**src/rtl/cpu_sequencer_if.sv**
```systemverilog
// RAM request/acknowledge bundle between the instruction sequencer and the
// memory port, including the RAM address register controls.
interface cpu_sequencer_if;
    logic ram_req;    // request outstanding this cycle
    logic ram_w_en;   // 1 = write request, 0 = read request
    logic ram_ready;  // memory acknowledges the current request
    logic load_addr;  // capture the RAM address register
    logic sel_addr;   // RAM address source select

    modport master (
        output ram_req, ram_w_en, load_addr, sel_addr,
        input  ram_ready
    );

    modport slave (
        input  ram_req, ram_w_en, load_addr, sel_addr,
        output ram_ready
    );
endinterface

```
**src/rtl/cpu_sequencer.sv**
```systemverilog
// Multi-cycle control FSM for the ARM32 datapath: fetch, decode, operand load,
// execute, memory access and writeback, with branches, indexed load/store and
// a RAM wait-state timeout that parks the machine in HALT with error set.
module cpu_sequencer #(
    parameter int TIMEOUT = 0,   // max unacknowledged RAM cycles, 0 = no limit
    parameter int Z_BIT   = 30   // Z flag position in status_reg
) (
    input  logic            clk,
    input  logic            rst_n,
    input  logic [6:0]      opcode,
    input  logic [1:0]      shift_op_in,
    input  logic [31:0]     status_reg,
    cpu_sequencer_if.master bus,
    output logic            waiting,
    output logic            halted,
    output logic            error,
    output logic [1:0]      wb_sel,
    output logic [1:0]      w_addr_sel,
    output logic [1:0]      pc_sel,
    output logic [2:0]      alu_op,
    output logic [1:0]      shift_op,
    output logic            sel_A,
    output logic            sel_B,
    output logic            sel_shift,
    output logic            w_en,
    output logic            en_A,
    output logic            en_B,
    output logic            en_C,
    output logic            en_status,
    output logic            en_S,
    output logic            load_ir,
    output logic            load_pc,
    output logic            clear_pc
);

    typedef enum logic [3:0] {
        S_RESET, S_FETCH, S_FETCH_WAIT, S_DECODE, S_LOAD_OPS, S_EXEC,
        S_MEM, S_WRITEBACK, S_WB_BASE, S_BRANCH, S_HALT
    } state_t;

    localparam int CW = (TIMEOUT > 1) ? $clog2(TIMEOUT + 1) : 1;
    localparam logic [CW-1:0] TO_LAST = (TIMEOUT > 0) ? CW'(TIMEOUT - 1) : '0;

    state_t          state_q, state_d;
    logic [CW-1:0]   cnt_q, cnt_d;
    logic            error_q, error_d;
    logic            mem_wait_q, mem_wait_d;   // MEM already spent one cycle

    logic ram_req, ram_w_en, load_addr, sel_addr;
    logic timeout_hit;

    // ---------------- opcode decode ----------------
    logic is_reg, is_itype, is_rtype, is_rs, is_mvgrp, is_cmp, is_shift;
    logic is_imov, is_hlt;
    logic is_br, br_reg, br_link, br_taken, z_flag;
    logic is_ls, ls_l, ls_p, ls_u, ls_w, ls_base_wb;

    assign is_reg   = !opcode[6] && (opcode[5:4] != 2'b00) &&
                      (opcode[3] ? (opcode[2:0] <= 3'd4) : (opcode[2:0] <= 3'd5));
    assign is_itype = is_reg && (opcode[5:4] == 2'b01);
    assign is_rtype = is_reg && opcode[5];             // R and RS both read B
    assign is_rs    = is_reg && (opcode[5:4] == 2'b11);
    assign is_mvgrp = is_reg && opcode[3];
    assign is_cmp   = is_reg && !opcode[3] && (opcode[2:0] == 3'b010);
    assign is_shift = is_mvgrp && (opcode[2:0] != 3'b000);
    assign is_imov  = (opcode == 7'b0011000);
    assign is_hlt   = (opcode == 7'b0000001);

    assign is_br    = (opcode[6:3] == 4'b1000) && (opcode[2:0] <= 3'd5);
    assign br_reg   = is_br && !opcode[2] && opcode[0];   // BX, BLX
    assign br_link  = is_br && !opcode[2] && opcode[1];   // BL, BLX
    assign z_flag   = status_reg[Z_BIT];
    assign br_taken = is_br && (!opcode[2] || (opcode[0] ? !z_flag : z_flag));

    assign is_ls      = (opcode[6:5] == 2'b11);
    assign ls_l       = opcode[4];
    assign ls_p       = opcode[3];
    assign ls_u       = opcode[2];
    assign ls_w       = opcode[1];
    assign ls_base_wb = ls_w || !ls_p;

    // Only the Z flag steers the sequencer; the remaining status bits are
    // deliberately left unused.
    logic unused_status;
    assign unused_status = ^status_reg;

    // Regular-op function field to ALU encoding (CMP shares SUB).
    function automatic logic [2:0] reg_alu_op(input logic [2:0] f);
        case (f)
            3'b001, 3'b010: reg_alu_op = 3'b001;
            3'b011:         reg_alu_op = 3'b010;
            3'b100:         reg_alu_op = 3'b011;
            3'b101:         reg_alu_op = 3'b111;
            default:        reg_alu_op = 3'b000;
        endcase
    endfunction

    // State, wait-state counter, sticky error and MEM first-cycle flag.
    always_ff @(posedge clk or negedge rst_n) begin
        if (!rst_n) begin
            state_q    <= S_RESET;
            cnt_q      <= '0;
            error_q    <= 1'b0;
            mem_wait_q <= 1'b0;
        end else begin
            // NOTE: non-blocking updates so every flop samples pre-edge values.
            state_q    <= state_d;
            cnt_q      <= cnt_d;
            error_q    <= error_d;
            mem_wait_q <= mem_wait_d;
        end
    end

    // Next state, including the timeout override into HALT.
    always_comb begin
        // NOTE: defaults first so no path leaves a variable unassigned (no latch).
        state_d     = state_q;
        cnt_d       = '0;
        timeout_hit = 1'b0;

        if (ram_req && !bus.ram_ready) begin
            cnt_d       = (cnt_q != TO_LAST) ? cnt_q + CW'(1) : cnt_q;
            timeout_hit = (TIMEOUT != 0) && (cnt_q == TO_LAST);
        end

        case (state_q)
            S_RESET:      state_d = S_FETCH;
            S_FETCH:      state_d = S_FETCH_WAIT;
            S_FETCH_WAIT: if (bus.ram_ready) state_d = S_DECODE;
            S_DECODE: begin
                if (is_hlt)                     state_d = S_HALT;
                else if (is_imov)               state_d = S_WRITEBACK;
                else if (is_br && !br_reg)      state_d = S_BRANCH;
                else if (is_reg || is_ls || br_reg) state_d = S_LOAD_OPS;
                else                            state_d = S_FETCH;
            end
            S_LOAD_OPS:   state_d = br_reg ? S_BRANCH : S_EXEC;
            S_EXEC: begin
                if (is_ls)       state_d = S_MEM;
                else if (is_cmp) state_d = S_FETCH;
                else             state_d = S_WRITEBACK;
            end
            S_MEM: begin
                if (bus.ram_ready) begin
                    if (ls_l)            state_d = S_WRITEBACK;
                    else if (ls_base_wb) state_d = S_WB_BASE;
                    else                 state_d = S_FETCH;
                end
            end
            S_WRITEBACK:  state_d = (is_ls && ls_l && ls_base_wb) ? S_WB_BASE : S_FETCH;
            S_WB_BASE:    state_d = S_FETCH;
            S_BRANCH:     state_d = S_FETCH;
            S_HALT:       state_d = S_HALT;
            default:      state_d = S_RESET;
        endcase

        if (timeout_hit) state_d = S_HALT;

        error_d    = error_q || timeout_hit;
        mem_wait_d = (state_q == S_MEM) && (state_d == S_MEM);
    end

    // Datapath and memory controls decoded from the current state.
    always_comb begin
        wb_sel     = 2'b00;
        w_addr_sel = 2'b00;
        pc_sel     = 2'b00;
        alu_op     = 3'b000;
        shift_op   = 2'b00;
        sel_A      = 1'b0;
        sel_B      = 1'b0;
        sel_shift  = 1'b0;
        w_en       = 1'b0;
        en_A       = 1'b0;
        en_B       = 1'b0;
        en_C       = 1'b0;
        en_status  = 1'b0;
        en_S       = 1'b0;
        load_ir    = 1'b0;
        load_pc    = 1'b0;
        clear_pc   = 1'b0;
        load_addr  = 1'b0;
        sel_addr   = 1'b0;
        ram_req    = 1'b0;
        ram_w_en   = 1'b0;

        case (state_q)
            S_RESET: clear_pc = 1'b1;
            S_FETCH: begin
                load_addr = 1'b1;
                ram_req   = 1'b1;
            end
            S_FETCH_WAIT: begin
                ram_req = 1'b1;
                if (bus.ram_ready) begin
                    load_ir = 1'b1;
                    load_pc = 1'b1;
                end
            end
            S_LOAD_OPS: begin
                en_A      = (is_reg && !opcode[3]) || is_ls;
                en_B      = is_rtype || br_reg;
                en_S      = is_rtype || br_reg;
                sel_shift = is_rs;
            end
            S_EXEC: begin
                sel_A     = is_mvgrp;
                sel_B     = is_itype || is_ls;
                if (is_ls)          alu_op = ls_u ? 3'b000 : 3'b001;
                else if (!opcode[3]) alu_op = reg_alu_op(opcode[2:0]);
                shift_op  = is_shift ? (opcode[1:0] - 2'd1) : shift_op_in;
                en_status = is_cmp;
                en_C      = !is_cmp;
            end
            S_MEM: begin
                load_addr = !mem_wait_q;
                sel_addr  = ls_p;
                ram_req   = 1'b1;
                ram_w_en  = !ls_l;
            end
            S_WRITEBACK: begin
                w_en = 1'b1;
                if (is_imov)            wb_sel = 2'b10;
                else if (is_ls && ls_l) wb_sel = 2'b01;
            end
            S_WB_BASE: begin
                w_en       = 1'b1;
                w_addr_sel = 2'b01;
            end
            S_BRANCH: begin
                if (br_taken) begin
                    load_pc = 1'b1;
                    pc_sel  = br_reg ? 2'b10 : 2'b01;
                end
                // PC already holds the return address, link regardless of taken.
                if (br_link) begin
                    w_en       = 1'b1;
                    wb_sel     = 2'b11;
                    w_addr_sel = 2'b10;
                end
            end
            default: ;
        endcase
    end

    assign waiting       = (state_q != S_HALT);
    assign halted        = (state_q == S_HALT);
    assign error         = error_q;
    assign bus.ram_req   = ram_req;
    assign bus.ram_w_en  = ram_w_en;
    assign bus.load_addr = load_addr;
    assign bus.sel_addr  = sel_addr;

endmodule

```
**src/flat_wrapper.sv**
```systemverilog
// flat-port wrapper written by rule: the top's interface ports become plain ports
module cpu_sequencer_flat 
#(
    parameter int TIMEOUT = 0,                                                 
    parameter int Z_BIT   = 30                                   
)
  (clk, rst_n, opcode, shift_op_in, status_reg, waiting, halted, error, wb_sel, w_addr_sel, pc_sel, alu_op, shift_op, sel_A, sel_B, sel_shift, w_en, en_A, en_B, en_C, en_status, en_S, load_ir, load_pc, clear_pc, bus_ram_req, bus_ram_w_en, bus_load_addr, bus_sel_addr, bus_ram_ready);
  cpu_sequencer_if bus_i ();
  input  logic clk;
  input  logic rst_n;
  input  logic [6:0] opcode;
  input  logic [1:0] shift_op_in;
  input  logic [31:0] status_reg;
  output logic waiting;
  output logic halted;
  output logic error;
  output logic [1:0] wb_sel;
  output logic [1:0] w_addr_sel;
  output logic [1:0] pc_sel;
  output logic [2:0] alu_op;
  output logic [1:0] shift_op;
  output logic sel_A;
  output logic sel_B;
  output logic sel_shift;
  output logic w_en;
  output logic en_A;
  output logic en_B;
  output logic en_C;
  output logic en_status;
  output logic en_S;
  output logic load_ir;
  output logic load_pc;
  output logic clear_pc;
  output wire logic [$bits(bus_i.ram_req)-1:0] bus_ram_req;
  output wire logic [$bits(bus_i.ram_w_en)-1:0] bus_ram_w_en;
  output wire logic [$bits(bus_i.load_addr)-1:0] bus_load_addr;
  output wire logic [$bits(bus_i.sel_addr)-1:0] bus_sel_addr;
  input wire logic [$bits(bus_i.ram_ready)-1:0] bus_ram_ready;
  assign bus_ram_req = bus_i.ram_req;
  assign bus_ram_w_en = bus_i.ram_w_en;
  assign bus_load_addr = bus_i.load_addr;
  assign bus_sel_addr = bus_i.sel_addr;
  assign bus_i.ram_ready = bus_ram_ready;
  cpu_sequencer #(.TIMEOUT(TIMEOUT), .Z_BIT(Z_BIT)) u_core (.clk(clk), .rst_n(rst_n), .opcode(opcode), .shift_op_in(shift_op_in), .status_reg(status_reg), .bus(bus_i), .waiting(waiting), .halted(halted), .error(error), .wb_sel(wb_sel), .w_addr_sel(w_addr_sel), .pc_sel(pc_sel), .alu_op(alu_op), .shift_op(shift_op), .sel_A(sel_A), .sel_B(sel_B), .sel_shift(sel_shift), .w_en(w_en), .en_A(en_A), .en_B(en_B), .en_C(en_C), .en_status(en_status), .en_S(en_S), .load_ir(load_ir), .load_pc(load_pc), .clear_pc(clear_pc));
endmodule
```
**config.mk**
```make
export PLATFORM = sky130hd
export DESIGN_NAME = cpu_sequencer_flat
export DESIGN_NICKNAME = d
export VERILOG_FILES = /design/src/rtl/cpu_sequencer_if.sv /design/src/rtl/cpu_sequencer.sv /design/src/flat_wrapper.sv
export SDC_FILE = /design/constraint.sdc
export NUM_CORES = 1
export LEC_CHECK = 0
export ABC_CLOCK_PERIOD_IN_PS = 5000
export CAP_MARGIN = 20
export CELL_PAD_IN_SITES_DETAIL_PLACEMENT = 0
export CELL_PAD_IN_SITES_GLOBAL_PLACEMENT = 1
export CORE_ASPECT_RATIO = 0.6
export CORE_UTILIZATION = 30
export DETAILED_ROUTE_END_ITERATION = 10
export DONT_BUFFER_PORTS = 1
export MAX_ROUTING_LAYER = met4
export PLACE_DENSITY = 0.63
export SETUP_SLACK_MARGIN = 0.4
export SLEW_MARGIN = 20
export SYNTH_ARGS = -nofsm -noshare
export SYNTH_HDL_FRONTEND = slang
export SYNTH_SLANG_ARGS = --single-unit
```
**constraint.sdc**
```tcl
create_clock -name clk -period 5 [get_ports clk]
set_clock_uncertainty 0.05 [all_clocks]
set_input_delay 1.25 -clock clk [delete_from_list [all_inputs] [get_ports clk]]
set_output_delay 1.25 -clock clk [all_outputs]
set_load 0.03 [all_outputs]
```
* Word-level counts from Yosys, hierarchy flattened
Index checks and enable logic that the tools add are counted.
** Cells by class
- Equality and inequality tests :: 23
- Reduce and logical (&&, ||, !) cells :: 40
- Add/sub/neg operators :: 1
- Shift operators :: 0
- Order comparisons :: 2
- Muxes and demuxes :: 49
- Bitwise operators :: 0
- Div/mod/pow operators :: 0
- Multipliers :: 0
** Operators with widths (number)
- 4-bit 2-to-1 mux :: 10
- 4-bit case mux with 9 select lines :: 1
- 4-bit by 3-bit equality test with 1-bit output (second input constant) :: 5
- 1-bit 2-to-1 mux :: 19
- 1-bit logical AND :: 18
- 4-bit equality test (second input constant) :: 4
- 2-bit 2-to-1 mux :: 8
- 3-bit 2-to-1 mux :: 5
- 3-bit case mux with 4 select lines :: 1
- 4-bit by 2-bit equality test with 1-bit output (second input constant) :: 2
- 1-bit zero test :: 8
- 2-bit case mux with 2 select lines :: 2
- 7-bit by 1-bit equality test with 1-bit output (second input constant) :: 1
- 7-bit by 5-bit equality test with 1-bit output (second input constant) :: 1
- 1-bit logical OR :: 7
- 3-bit by 2-bit equality test with 1-bit output (second input constant) :: 2
- 3-bit equality test (second input constant) :: 2
- 3-bit <= comparator (second input constant) :: 2
- 1-bit case mux with 2 select lines :: 3
- 3-bit OR reduction :: 2
- 2-bit equality test (second input constant) :: 2
- 4-bit by 1-bit equality test with 1-bit output (second input constant) :: 1
- 4-bit zero test :: 1
- 4-bit inequality test (second input constant) :: 1
- 6 further kinds :: 7
** Storage, ports and cells
- Bits in registers :: 5
- Memory bits (read-only) :: 0
- Latch bits :: 0
- RAM bits :: 0
- Memories kept :: 0
- Input bits :: 44
- Logic and storage cells :: 117
- Output and inout bits :: 30

* Logic depth before layout (Yosys ltp)
- Depth in word-level cells :: 12
- Gate-level depth with buffers :: 6
- Mapped depth without buffers :: 6

* Worst setup path after synthesis
OpenSTA, ideal clock, no wires.
- Path type :: input-to-output
- Start :: input port opcode[0]
- End :: output port en_status
- Stages on the path :: 4
- Path slack :: 1.012 ns
- Data arrival time :: 2.688 ns
- Data required time :: 3.700 ns
- Path buffers :: 0
- Path through :: inv_1 ha_1 o21ai_0 nor4_1
** Between the ends
- Word-level cells in the longest chain between the ends :: 6
- Elaborated cells between the ends (all ways) :: 8
- Classes of those cells :: order compare (2); eq/ne (1); mux (2); reduce/logical (3)
** RTL lines
- start: declaration :: RTL line flat_wrapper.sv:11 : input logic [6:0] opcode;
- 3-bit <= comparator :: RTL line cpu_sequencer.sv:59 : (opcode[3] ? (opcode[2:0] <= 3'd4) : (opcode[2:0] <= 3'd5));
- 1-bit 2-to-1 mux :: RTL line cpu_sequencer.sv:59
- 1-bit logical AND :: RTL line cpu_sequencer.sv:58 : assign is_reg = !opcode[6] && (opcode[5:4] != 2'b00) &&
- 1-bit logical AND :: RTL line cpu_sequencer.sv:64 : assign is_cmp = is_reg && !opcode[3] && (opcode[2:0] == 3'b010);
- 1-bit logical AND * :: RTL line cpu_sequencer.sv:64
- 1-bit 2-to-1 mux * :: RTL line cpu_sequencer.sv:187 : case (state_q)
- end: declaration :: RTL line flat_wrapper.sv:29 : output logic en_status;
Every way passes the cells marked *; elsewhere a longest branch is shown, timed or not.

* Worst setup path after layout
- Start :: input port opcode[1]
- End :: output port wb_sel[1]
** Between the ends
- Word-level cells in the longest chain between the ends :: 6
- Elaborated cells between the ends (all ways) :: 8
- Classes of those cells :: order compare (1); eq/ne (1); mux (3); reduce/logical (3)
** RTL lines
- 3-bit <= comparator :: RTL line cpu_sequencer.sv:69 : assign is_br = (opcode[6:3] == 4'b1000) && (opcode[2:0] <= 3'd5);
- 1-bit logical AND :: RTL line cpu_sequencer.sv:69
- 1-bit logical AND (2 in a row) :: RTL line cpu_sequencer.sv:71 : assign br_link = is_br && !opcode[2] && opcode[1];
- 2-bit 2-to-1 mux :: RTL line cpu_sequencer.sv:236 : if (br_link) begin
- 2-bit case mux with 2 select lines * :: RTL line cpu_sequencer.sv:187
- end: declaration :: RTL line flat_wrapper.sv:17 : output logic [1:0] wb_sel;
Marks and branches as above.

==> results.md <==
| Group | Parameter | Reported |
|---|---|---|
| critical path | Top cell family by delay on the critical path | simple AND/OR/NAND/NOR gates |
| routing | Final routed DRC violation total | 0 |
| run status | Status | complete, no violations |
| power | Total power | 0.0003990 W |
| global route | Number of global-route vias before repair | 924 |
| routing | Routed via count | 1044 |
| final layout | Number of nets at the end of the flow | 185 |
| placement | Count of input and output buffers | 0 |
| clocking | Number of buffers created by CTS | 3 |
| logic synthesis | Number of enable flip-flop cells after synthesis | 0 |
| critical path | Buffers plus inverters on the worst setup path | 1 |
| logic synthesis | Predominant post-synthesis flop cell | sky130_fd_sc_hd__dfrtp_1 |
| global route | Overflow after GRT | 0 |
| critical path | Type of the worst setup path | input pin to output pin |
| sta | Hold Violations, Final | 0 |
| clocking | H-Tree Depth | 1 |
| placement | Placed Instance Area | 1007 um^2 |
| routing | Number of violations reported at the end of detailed-routing iteration 0 | 70 |
| floorplan | Total die area | 3480 um^2 |
| logic synthesis | Yosys warning total | 0 |
| clocking | Clock sinks | 5 |
| floorplan | Cell Rows | 15 |
| power | Sw frac | 52.93% |
| logic synthesis | Average cell area after synthesis | 7.148 um^2 |
| power | Power density relative to cell area | 379.2 nW/um^2 |
| power | Sequential power share | 24.4% |
| sta | Actual slew at the worst max-slew pin | 0.9893 ns |
| global route | Initial antenna violation count | 0 |
| power | Gate power share | 57.5% |
| sta | Time the worst path needs with I/O delays and setup | 4.084 ns |
| sta | TNS Setup | 0 ns |
| clocking | Count of buffers added by post-CTS timing repair for setup | 0 |
| logic synthesis | Count of state elements after synthesis | 5 |
| clocking | Post_cts resized | 0 |
| sta | Achievable Freq | 244.8 MHz |
| sta | Final max-slew violation count | 0 |
| placement | HPWL after DPL | 2.221 mm |
| critical path | Slowest library cell on the worst path | sky130_fd_sc_hd__o21ai_1 |
| routing | Post-route antenna net violation count | 0 |
| logic synthesis | Fraction of the yosys area taken by sequential cells | 12.87% |
| critical path | Critical path data required time | 3.70 ns |
| floorplan | Die X | 75.49 um |
| floorplan | Vertical extent of the die | 46.10 um |
| critical path | Type of element capturing the critical path | output pin |
| routing | Detailed-router iteration count before antenna repair | 4 |
| logic synthesis | Number of distinct library cells after synthesis | 49 |
| power | Reported net switching power | 0.0002112 W |
| routing | Final routed wirelength across all metal layers | 2.799 mm |
| sta | Final count of negative-setup-slack endpoints | 0 |
| logic synthesis | Share of synthesized registers carrying an async set or reset | 100.0% |
| clocking | CTS tree | yes |
| clocking | Hold-fix buffers at CTS | 0 |
| global route | Largest net degree at the start of global routing | 16 |
| clocking | Worst-Skew Late Latency | 0.22 ns |
| final layout | Ratio of cells with drive above 1 in the final layout | 15.44% |
| logic synthesis | Syn Inst Count | 136 |
| critical path | Data arrival time of the critical path | 2.78 ns |
| sta | Post-route fraction of the period consumed by the critical path | 81.68% |
| power | Share of total power in the clock network | 18.2% |
| logic synthesis | Post-Syn Area | 972.2 um^2 |
| floorplan | Starting density of the core | 32.78% |
| power | Leakage | 0.4302 nW |
| global route | Total routing resource utilization after global routing | 17.46% |
| sta | RSZ-0062 raised after global routing | no |
| critical path | Crit path largest cell delay | 0.54 ns |
| hold path | Type of the worst min-delay path | input pin to asynchronous set/reset pin |
| final layout | Finished layout cell area | 1052 um^2 |
| run | Maximum Capacitance Violations | 0 |
| power | Int Pwr | 0.0001878 W |
| placement | Placement-stage worst setup slack | 0.9341 ns |
| sta | Relative max-transition margin | 33.54% |
| floorplan | Total core area | 2965 um^2 |
| routing | Post-detailed-route via-to-cell ratio | 5.865 |
| global route | First-pass GRT wire length | 4.457 mm |
| critical path | Startpoint types | input pin |
| placement | Final weighted congestion in routability-driven placement | 0.7418 |
| critical path | Critical Path Fanout Max | 6 |
| critical path | Cells traversed along the worst timing path | inv_1 -> ha_1 -> nand2b_1 -> or4_1 -> o21ai_1 |
| final layout | Ant diodes | 0 |
| power | Worst vdd ir | 0.0001348 V |
| final layout | Layout overhead on the synthesized area | 8.237% |
| sta | Setup ws final | 0.9158 ns |
| logic synthesis | Net count after synthesis | 184 |
| routing | Wirelength per Cell | 15.72 um |
| floorplan | Number of placed I/O pins | 74 |
| clocking | Root buffer cell | sky130_fd_sc_hd__clkbuf_8 |
| clocking | Clk buf depth | 2 |
| clocking | Clk slew on worst S/H paths | 0.03 ns |
## per-stage QoR
step / utilization (%) / hold slack, ns / std cells
floorplan: - / 0.6072 / 136
global placement: 33.97 / 0.7205 / 174
detailed placement: 33.97 / 0.7284 / 174
CTS: 35.49 / 0.6740 / 178
global route: 35.49 / 0.6610 / 178
finish: 35.49 / 0.6786 / 178
## layout by cell type, fill, tap and decap left out, types with 3 or more instances in the layout
cell type	n
sky130_fd_sc_hd__nand2b_1	6
sky130_fd_sc_hd__nand3b_1	4
sky130_fd_sc_hd__o21ai_0	3
sky130_fd_sc_hd__o21bai_1	3
sky130_fd_sc_hd__ha_1	4
sky130_fd_sc_hd__nand2_1	11
sky130_fd_sc_hd__or2_2	3
sky130_fd_sc_hd__nor3_1	5
sky130_fd_sc_hd__nand3_1	5
sky130_fd_sc_hd__a21oi_1	7
sky130_fd_sc_hd__nor2_1	13
sky130_fd_sc_hd__inv_1	6
sky130_fd_sc_hd__dfrtp_1	5
sky130_fd_sc_hd__nor4b_1	3
sky130_fd_sc_hd__clkbuf_8	3
sky130_fd_sc_hd__buf_4	7
sky130_fd_sc_hd__nor2b_1	5
## cells in the mapped netlist, types with 2 or more instances
library cell	count	area share, %
sky130_fd_sc_hd__nor2_1	13	5.0
sky130_fd_sc_hd__nand2_1	11	4.2
sky130_fd_sc_hd__a21oi_1	7	3.6
sky130_fd_sc_hd__inv_1	6	2.3
sky130_fd_sc_hd__nand2b_1	6	3.9
sky130_fd_sc_hd__buf_2	5	2.6
sky130_fd_sc_hd__dfrtp_1	5	13
sky130_fd_sc_hd__nand3_1	5	2.6
sky130_fd_sc_hd__nor2b_1	5	3.2
sky130_fd_sc_hd__nor3_1	5	2.6
sky130_fd_sc_hd__ha_1	4	5.1
sky130_fd_sc_hd__nand3b_1	4	3.1
sky130_fd_sc_hd__nor4b_1	3	2.7
sky130_fd_sc_hd__o21ai_0	3	1.5
sky130_fd_sc_hd__o21bai_1	3	2.3
sky130_fd_sc_hd__or2_2	3	1.9
sky130_fd_sc_hd__a211o_1	2	1.8
sky130_fd_sc_hd__a211oi_1	2	1.5
sky130_fd_sc_hd__and3_1	2	1.3
sky130_fd_sc_hd__buf_4	2	1.5
sky130_fd_sc_hd__buf_6	2	2.3
sky130_fd_sc_hd__clkbuf_1	2	0.77
sky130_fd_sc_hd__mux2i_1	2	2.1
sky130_fd_sc_hd__nand4b_1	2	1.8
sky130_fd_sc_hd__nor3b_1	2	1.5
sky130_fd_sc_hd__nor4_1	2	1.3
sky130_fd_sc_hd__o2111ai_1	2	1.8
sky130_fd_sc_hd__o21ai_1	2	1.0
sky130_fd_sc_hd__o21ba_2	2	2.1
sky130_fd_sc_hd__o221a_2	2	2.3
sky130_fd_sc_hd__xnor2_1	2	1.8
## registers in the layout, indices dropped and copies added (netlist names)
register	cells
u_core.mem_wait_q	1
u_core.state_q	4
## worst paths after layout
path / start / end / slack (ns) / cells after the start
worst max-delay path: opcode[1] / wb_sel[1] / 0.92 / 5
worst min register to register: u_core.state_q[1] / u_core.state_q[1] / 0.75 / 2
min in group clk: u_core.state_q[1] / u_core.state_q[1] / 0.75 / 2
max in group asynchronous: rst_n / u_core.state_q[2] / 4.15 / 0
worst min-delay path: rst_n / u_core.state_q[3] / 0.68 / 0
worst max register to register: u_core.state_q[2] / u_core.state_q[2] / 3.06 / 4
## routing by layer
layer / share of wire [%] / vias up / track usage, %
met2: 38 / 53 / 24.11
met1: 52 / 493 / 27.00
li1: - / 498 / -
met5: 0 / - / -
met4: 0 / 0 / 1.852
met3: 9.7 / 0 / 2.626
## logic make-up after synthesis
logic type	Yosys count	share of synthesized area [%]
DFF	5	12.87
and+or+nand+nor	71	42.86
buffers and inverters	17	9.523
adders and majority gates	4	5.148
muxes	2	2.059
other	1	0.3857
xor gates and xnor gates	2	1.802
AOI/OAI and AO/OA	34	25.36
## power by group through the flow
stage	registers (W)	clock network, W	logic (W)
global placement	0.0000938	0	0.000225
finish	0.0000972	0.0000725	0.000229
floorplan	0.0000634	0	0.000229
CTS	0.0000958	0.0000746	0.000230
detailed placement	0.0000961	0	0.000229
global route	0.000102	0.0000805	0.000249
## cell type report
| cell class | instances | area, um^2 |
|---|---|---|
| clock buffer | 4 | 45.04 |
| fill | 329 | 1913 |
| inverter | 6 | 22.52 |
| multi-input combinational | 114 | 754.5 |
| sequential | 5 | 125.1 |
| tap | 42 | 52.55 |
| timing repair buffer | 7 | 52.55 |
Power figures use the tool's default switching activity.
==> RTL change 1: new RTL, same flow settings <==
Register the output `en_status`, with the module's reset; this adds one clock of latency there. The other outputs are not delayed to match.
--- a/src/rtl/cpu_sequencer.sv
+++ b/src/rtl/cpu_sequencer.sv
@@ -41,6 +41,8 @@
     localparam int CW = (TIMEOUT > 1) ? $clog2(TIMEOUT + 1) : 1;
     localparam logic [CW-1:0] TO_LAST = (TIMEOUT > 0) ? CW'(TIMEOUT - 1) : '0;
 
+    logic en_status_d;
+
     state_t          state_q, state_d;
     logic [CW-1:0]   cnt_q, cnt_d;
     logic            error_q, error_d;
@@ -174,7 +176,7 @@
         en_A       = 1'b0;
         en_B       = 1'b0;
         en_C       = 1'b0;
-        en_status  = 1'b0;
+        en_status_d = 1'b0;
         en_S       = 1'b0;
         load_ir    = 1'b0;
         load_pc    = 1'b0;
@@ -209,7 +211,7 @@
                 if (is_ls)          alu_op = ls_u ? 3'b000 : 3'b001;
                 else if (!opcode[3]) alu_op = reg_alu_op(opcode[2:0]);
                 shift_op  = is_shift ? (opcode[1:0] - 2'd1) : shift_op_in;
-                en_status = is_cmp;
+                en_status_d = is_cmp;
                 en_C      = !is_cmp;
             end
             S_MEM: begin
@@ -251,5 +253,13 @@
     assign bus.load_addr = load_addr;
     assign bus.sel_addr  = sel_addr;
 
+    always_ff @(posedge clk or negedge rst_n) begin
+        if (!rst_n) begin
+            en_status <= '0;
+        end else begin
+            en_status <= en_status_d;
+        end
+    end
+
 endmodule
 
Formal check against the unedited RTL: not equivalent (Yosys sat finds a counterexample within 10 cycles, from zero or initial values and one cycle with rst_n low).
==> RTL change 1 against the original RTL <==
Clock power down 2%; synthesized area down 5.1%; wire length down 0.11%; global-route usage up 0.29 points; power down 4.0%; cell area down 3.9%; sequential cell count up 1; largest cell class unchanged; worst setup slack worse by 0.18 ns; highest routed layer unchanged.
==> RTL change 1: results (changes against the original RTL) <==
- Leakage: 0.422 nW (-2.0%)
- Share of post-route cells with drive strength above 1: 8.21% (-7.2 points)
- Library cells used by synthesis: 41 (-16%)
- Worst R2R Start: u_core.state_q[2]
- Post_cts resized: 0 (unchanged)
- Crit Path Max Fanout: 8 (+2)
- Status: finished, final reports clean
- Largest cells by area after synthesis: dfrtp_1 16%, nand2_1 6.5%, a21oi_1 5.4%
- Total track usage: 17.8% (+0.29 points)
- R2r worst-path depth: 5 (+1)
- Drt initial violations: 72 (+2.9%)
- Vias in the first global route: 858 (-7.1%)
- Pin count of the biggest net entering global routing: 17 (+1)
- Via density: 5.71 (-2.6%)
- Crit path DAT: 2.96 ns (+0.18 ns)
- Most frequent cells after synthesis: 16 x nand2_1, 11 x nor2_1, 10 x a21oi_1, 8 x o21ai_0
- Num CTS Buffers: 3 (unchanged)
- Routed wire length: 2800 um (-0.11%)
- R2r setup slk: 2.59 ns (-0.47 ns)
- Filler cells: 332 (+0.91%)
- Xor/xnor cell area share of the yosys netlist: 0.950% (-0.85 points)
- First-pass GRT wire length: 4310 um (-3.3%)
- Top sig layer: met3
- GPL Wtd Cong: 0.884 (+19%)
- Reg-to-reg endpoint: u_core.state_q[1]
- Slew @ Worst Pin: 0.975 ns (-0.0145 ns)
- DP HPWL: 2230 um (+0.59%)
- Mux share of post-synthesis cell area: 1.09% (-0.97 points)
- Max VDD drop: 135 uV (+0.43%)
- Wire length on met1: 1470 um (+0.89%)
- Post-Synth Adder-Cell Area: 5.43% (+0.28 points)
- Compound-Gate Fraction of Synth Area: 21.3% (-4.1 points)
- Largest regs: u_core.state_q x4, u_core.en_status x1, u_core.mem_wait_q x1
- Seq/Total Area, Yosys: 16.3% (+3.4 points)
- Synthesized Nets: 183 (-0.54%)
- Final-report setup violation count: 0 (unchanged)
- DR WL met3: 237 um (-13%)
- Metal2 WL: 1090 um (+1.6%)
==> RTL change 1: worst max path at each step <==
stage                     cells after the start      start          end  slack [ns]
after floorplan                               8  opcode[0]         en_S        0.71
after global placement                        7  opcode[0]  shift_op[1]        0.74
after detailed placement                      7  opcode[0]  shift_op[1]        0.75
after CTS                                     7  opcode[0]  shift_op[1]        0.73
after global routing                          7  opcode[0]         en_A        0.56
final                                         7  opcode[0]  shift_op[1]        0.74
==> RTL change 1: area by class of cell <==
cell class / instances / share of cell area [%]
inverters: 7 / 2.60
repair buffers: 5 / 3.71
flip-flops and latches: 6 / 14.9
multi-input cells: 113 / 69.6
clock buffers: 3 / 4.08
well taps: 42 / 5.20
==> RTL change 1: logic make-up (layout without fill, tap and decap cells) <==
logic type,count (synthesis),in the layout
buffers and inverters,16,15
XOR/XNOR,1,1
AND/OR/NAND/NOR,76,76
other,1,1
adder cells (fa/ha/maj),4,4
flip-flops,6,6
multiplexers,1,1
AO/OA/AOI/OAI,30,30
==> RTL change 1: critical path: stages <==
cell and delay [ns]:
inv_1 0.08, ha_1 0.20, inv_1 0.09, a311oi_4 0.38, o211ai_1 0.22, or2_0 0.24, a21oi_1 0.51
==> RTL change 1: per-stage QoR <==
| stage | hold WS (ns) | setup slack [ns] | cells | area, sq um |
|---|---|---|---|---|
| 2_1_floorplan | 0.514 | 0.707 | 135 | 922 |
| 3_3_place_gp | 0.686 | 0.739 | 173 | 970 |
| 3_5_place_dp | 0.685 | 0.746 | 173 | 970 |
| 4_1_cts | 0.670 | 0.731 | 176 | 1010 |
| 5_1_grt | 0.662 | 0.565 | 176 | 1010 |
| 6_report | 0.674 | 0.740 | 176 | 1010 |
==> RTL change 1: routing by layer <==
layer	global-route usage, %	vias up
met5	-	-
met4	2.69	0
met3	3.79	0
met2	23.1	42
met1	27.6	483
li1	-	480
==> RTL change 1: power by group <==
group,internal (W),total [W],switching [W]
Sequential,0.0000627,0.000104,0.0000409
Clock,0.0000516,0.0000714,0.0000198
Combinational,0.0000682,0.000208,0.000140
==> RTL change 2: new RTL, config.mk and constraints unchanged <==
Without the edit above. Make the reset (`rst_n`) synchronous in one clocked block.
--- a/src/rtl/cpu_sequencer.sv
+++ b/src/rtl/cpu_sequencer.sv
@@ -96,7 +96,7 @@
     endfunction
 
     // State, wait-state counter, sticky error and MEM first-cycle flag.
-    always_ff @(posedge clk or negedge rst_n) begin
+    always_ff @(posedge clk) begin
         if (!rst_n) begin
             state_q    <= S_RESET;
             cnt_q      <= '0;
Formal check against the unedited RTL: differs if rst_n is asserted again (counterexample within 4 cycles, from zero or initial values and one cycle with rst_n low); with rst_n held inactive, the same outputs for 10 cycles.
==> RTL change 2 against the original RTL <==
Wire length rose by 5.6%; largest cell class unchanged; fmax fell by 1.5%; critical path depth rose by 2; cell area fell by 3.4%; sequential cell count did not move; worst setup slack got worse by 0.060 ns; synthesized area fell by 1.8%.
Power is not compared: it rests on default switching activity, and its combinational part moved more than twofold at a synthesized area within 25%.
==> RTL change 2: results (changes against the original RTL) <==
- Status: finished, final reports clean
- Routed wire length: 2960 um (+5.6%)
- Initial DRT Pass Iterations: 4 (unchanged)
- Via count: 1,051 (+0.67%)
- Total Power: 0.000207 W
- Cells after DPL: 175 (+0.57%)
- Period minus WS final: 4.14 ns (+0.0603 ns)
- Mux share of post-synthesis cell area: 0% (-2.1 points)
- Max VDD drop: 80.9 uV
- Via density: 5.87 (+0.11%)
- Most frequent cells after synthesis: 11 x nor2_1, 9 x a21oi_1, 9 x nand2_1, 9 x nand2b_1, 7 x nand3_1
- Area after DPL: 970 sq um (-3.7%)
- Largest cells by area after synthesis: dfxtp_1 10%, nand2b_1 5.9%, ha_1 5.2%
- Register share of the cell area: 9.85% (-2.0 points)
- Crit path largest cell delay: 0.39 ns (-0.15 ns)
- Share of post-route cells with drive strength above 1: 16.1% (+0.62 points)
- Highest-delay cell along the critical path: or3_1
- Total track usage: 18.2% (+0.70 points)
- Power density over the cells: around 200 nW/um^2
- Leakage: 0.385 nW
- Seq/Total Area, Yosys: 10.5% (-2.4 points)
- Crit path DAT: 2.84 ns (+0.06 ns)
- Synth Flop Type: dfxtp_1
- Compound-Gate Fraction of Synth Area: 24.2% (-1.1 points)
- Maxcap violations: 0 (unchanged)
- DP HPWL: 2410 um (+8.7%)
- Clock power share: between 30% and 40%
- Cell count after synthesis: 140 (+2.9%)
- Synth Warn #: 0 (unchanged)
- R2r setup slk: 2.19 ns (-0.87 ns)
- Synthesized Nets: 188 (+2.2%)
- Drt initial violations: 113 (+61%)
- Min Hold Slack: 0.733 ns (+0.0549 ns)
- Clock buffer depth: 2 (unchanged)
- Dpl ws: 0.875 ns (-0.0595 ns)
- Inverters: 7 (+1)
- Initial core utilization: 32.4% (-0.39 points)
- Clock latency on the worst-skew pair: 0.22 ns (about the same)
- Post-CTS Setup Bufs: 0 (unchanged)
- Library cells used by synthesis: 47 (-4.1%)
- Post-Synth Adder-Cell Area: 5.24% (+0.094 points)
- Die area: 3420 sq um (-1.7%)
- Max_slew headroom: 31.2% (-2.3 points)
- Clkbuf count: 3 (-1)
- P_sw: around 0.000082 W
- GPL Wtd Cong: 0.855 (+15%)
- Crit Path Max Fanout: 5 (-1)
- First-pass GRT wire length: 4520 um (+1.4%)
- Vias in the first global route: 918 (-0.65%)
- Asr flop ratio synth: 0% (-100 points)
- Hold Path Class: flop to flop
- Area of the multi-input gates: 753 sq um (-0.17%)
- Buffers, non-clock: 5 (-2)
- Pin count of the biggest net entering global routing: 15 (-1)
- Clock network area share: 4.56% (+0.28 points)
- Filler cells: 331 (+0.61%)
- NonClk Buf Share: 3.69% (-1.3 points)
- H-tree depth: 1 (unchanged)
- Xor/xnor cell area share of the yosys netlist: 0.917% (-0.88 points)
- Multi-input combinational gate total: 116 (+1.8%)
RTL change 2: cell count changes in the layout (fill, tap and decap cells not counted), moves of 3 or more:
cell,delta
a31oi_1,+3
dfrtp_1,-5
nor4_1,+3
o21bai_1,-3
dfxtp_1,+5
nand2b_1,+3
RTL change 2: worst paths after layout:
| kind | from | to | cells past startpoint |
|---|---|---|---|
| hold reg to reg | u_core.state_q[3] | u_core.state_q[3] | 2 |
| hold / removal | u_core.state_q[3] | u_core.state_q[3] | 2 |
| setup reg to reg | u_core.state_q[2] | u_core.state_q[2] | 5 |
| setup / recovery | opcode[1] | wb_sel[0] | 7 |
RTL change 2: per-layer routing:
layer | global-route usage, % | wire length [um] | up-vias
met5 | - | 0 | -
met3 | 5.31 | 302 | 0
met2 | 23.1 | 1150 | 46
met1 | 28.3 | 1500 | 501
met4 | 0.755 | 0 | 0
li1 | - | - | 504
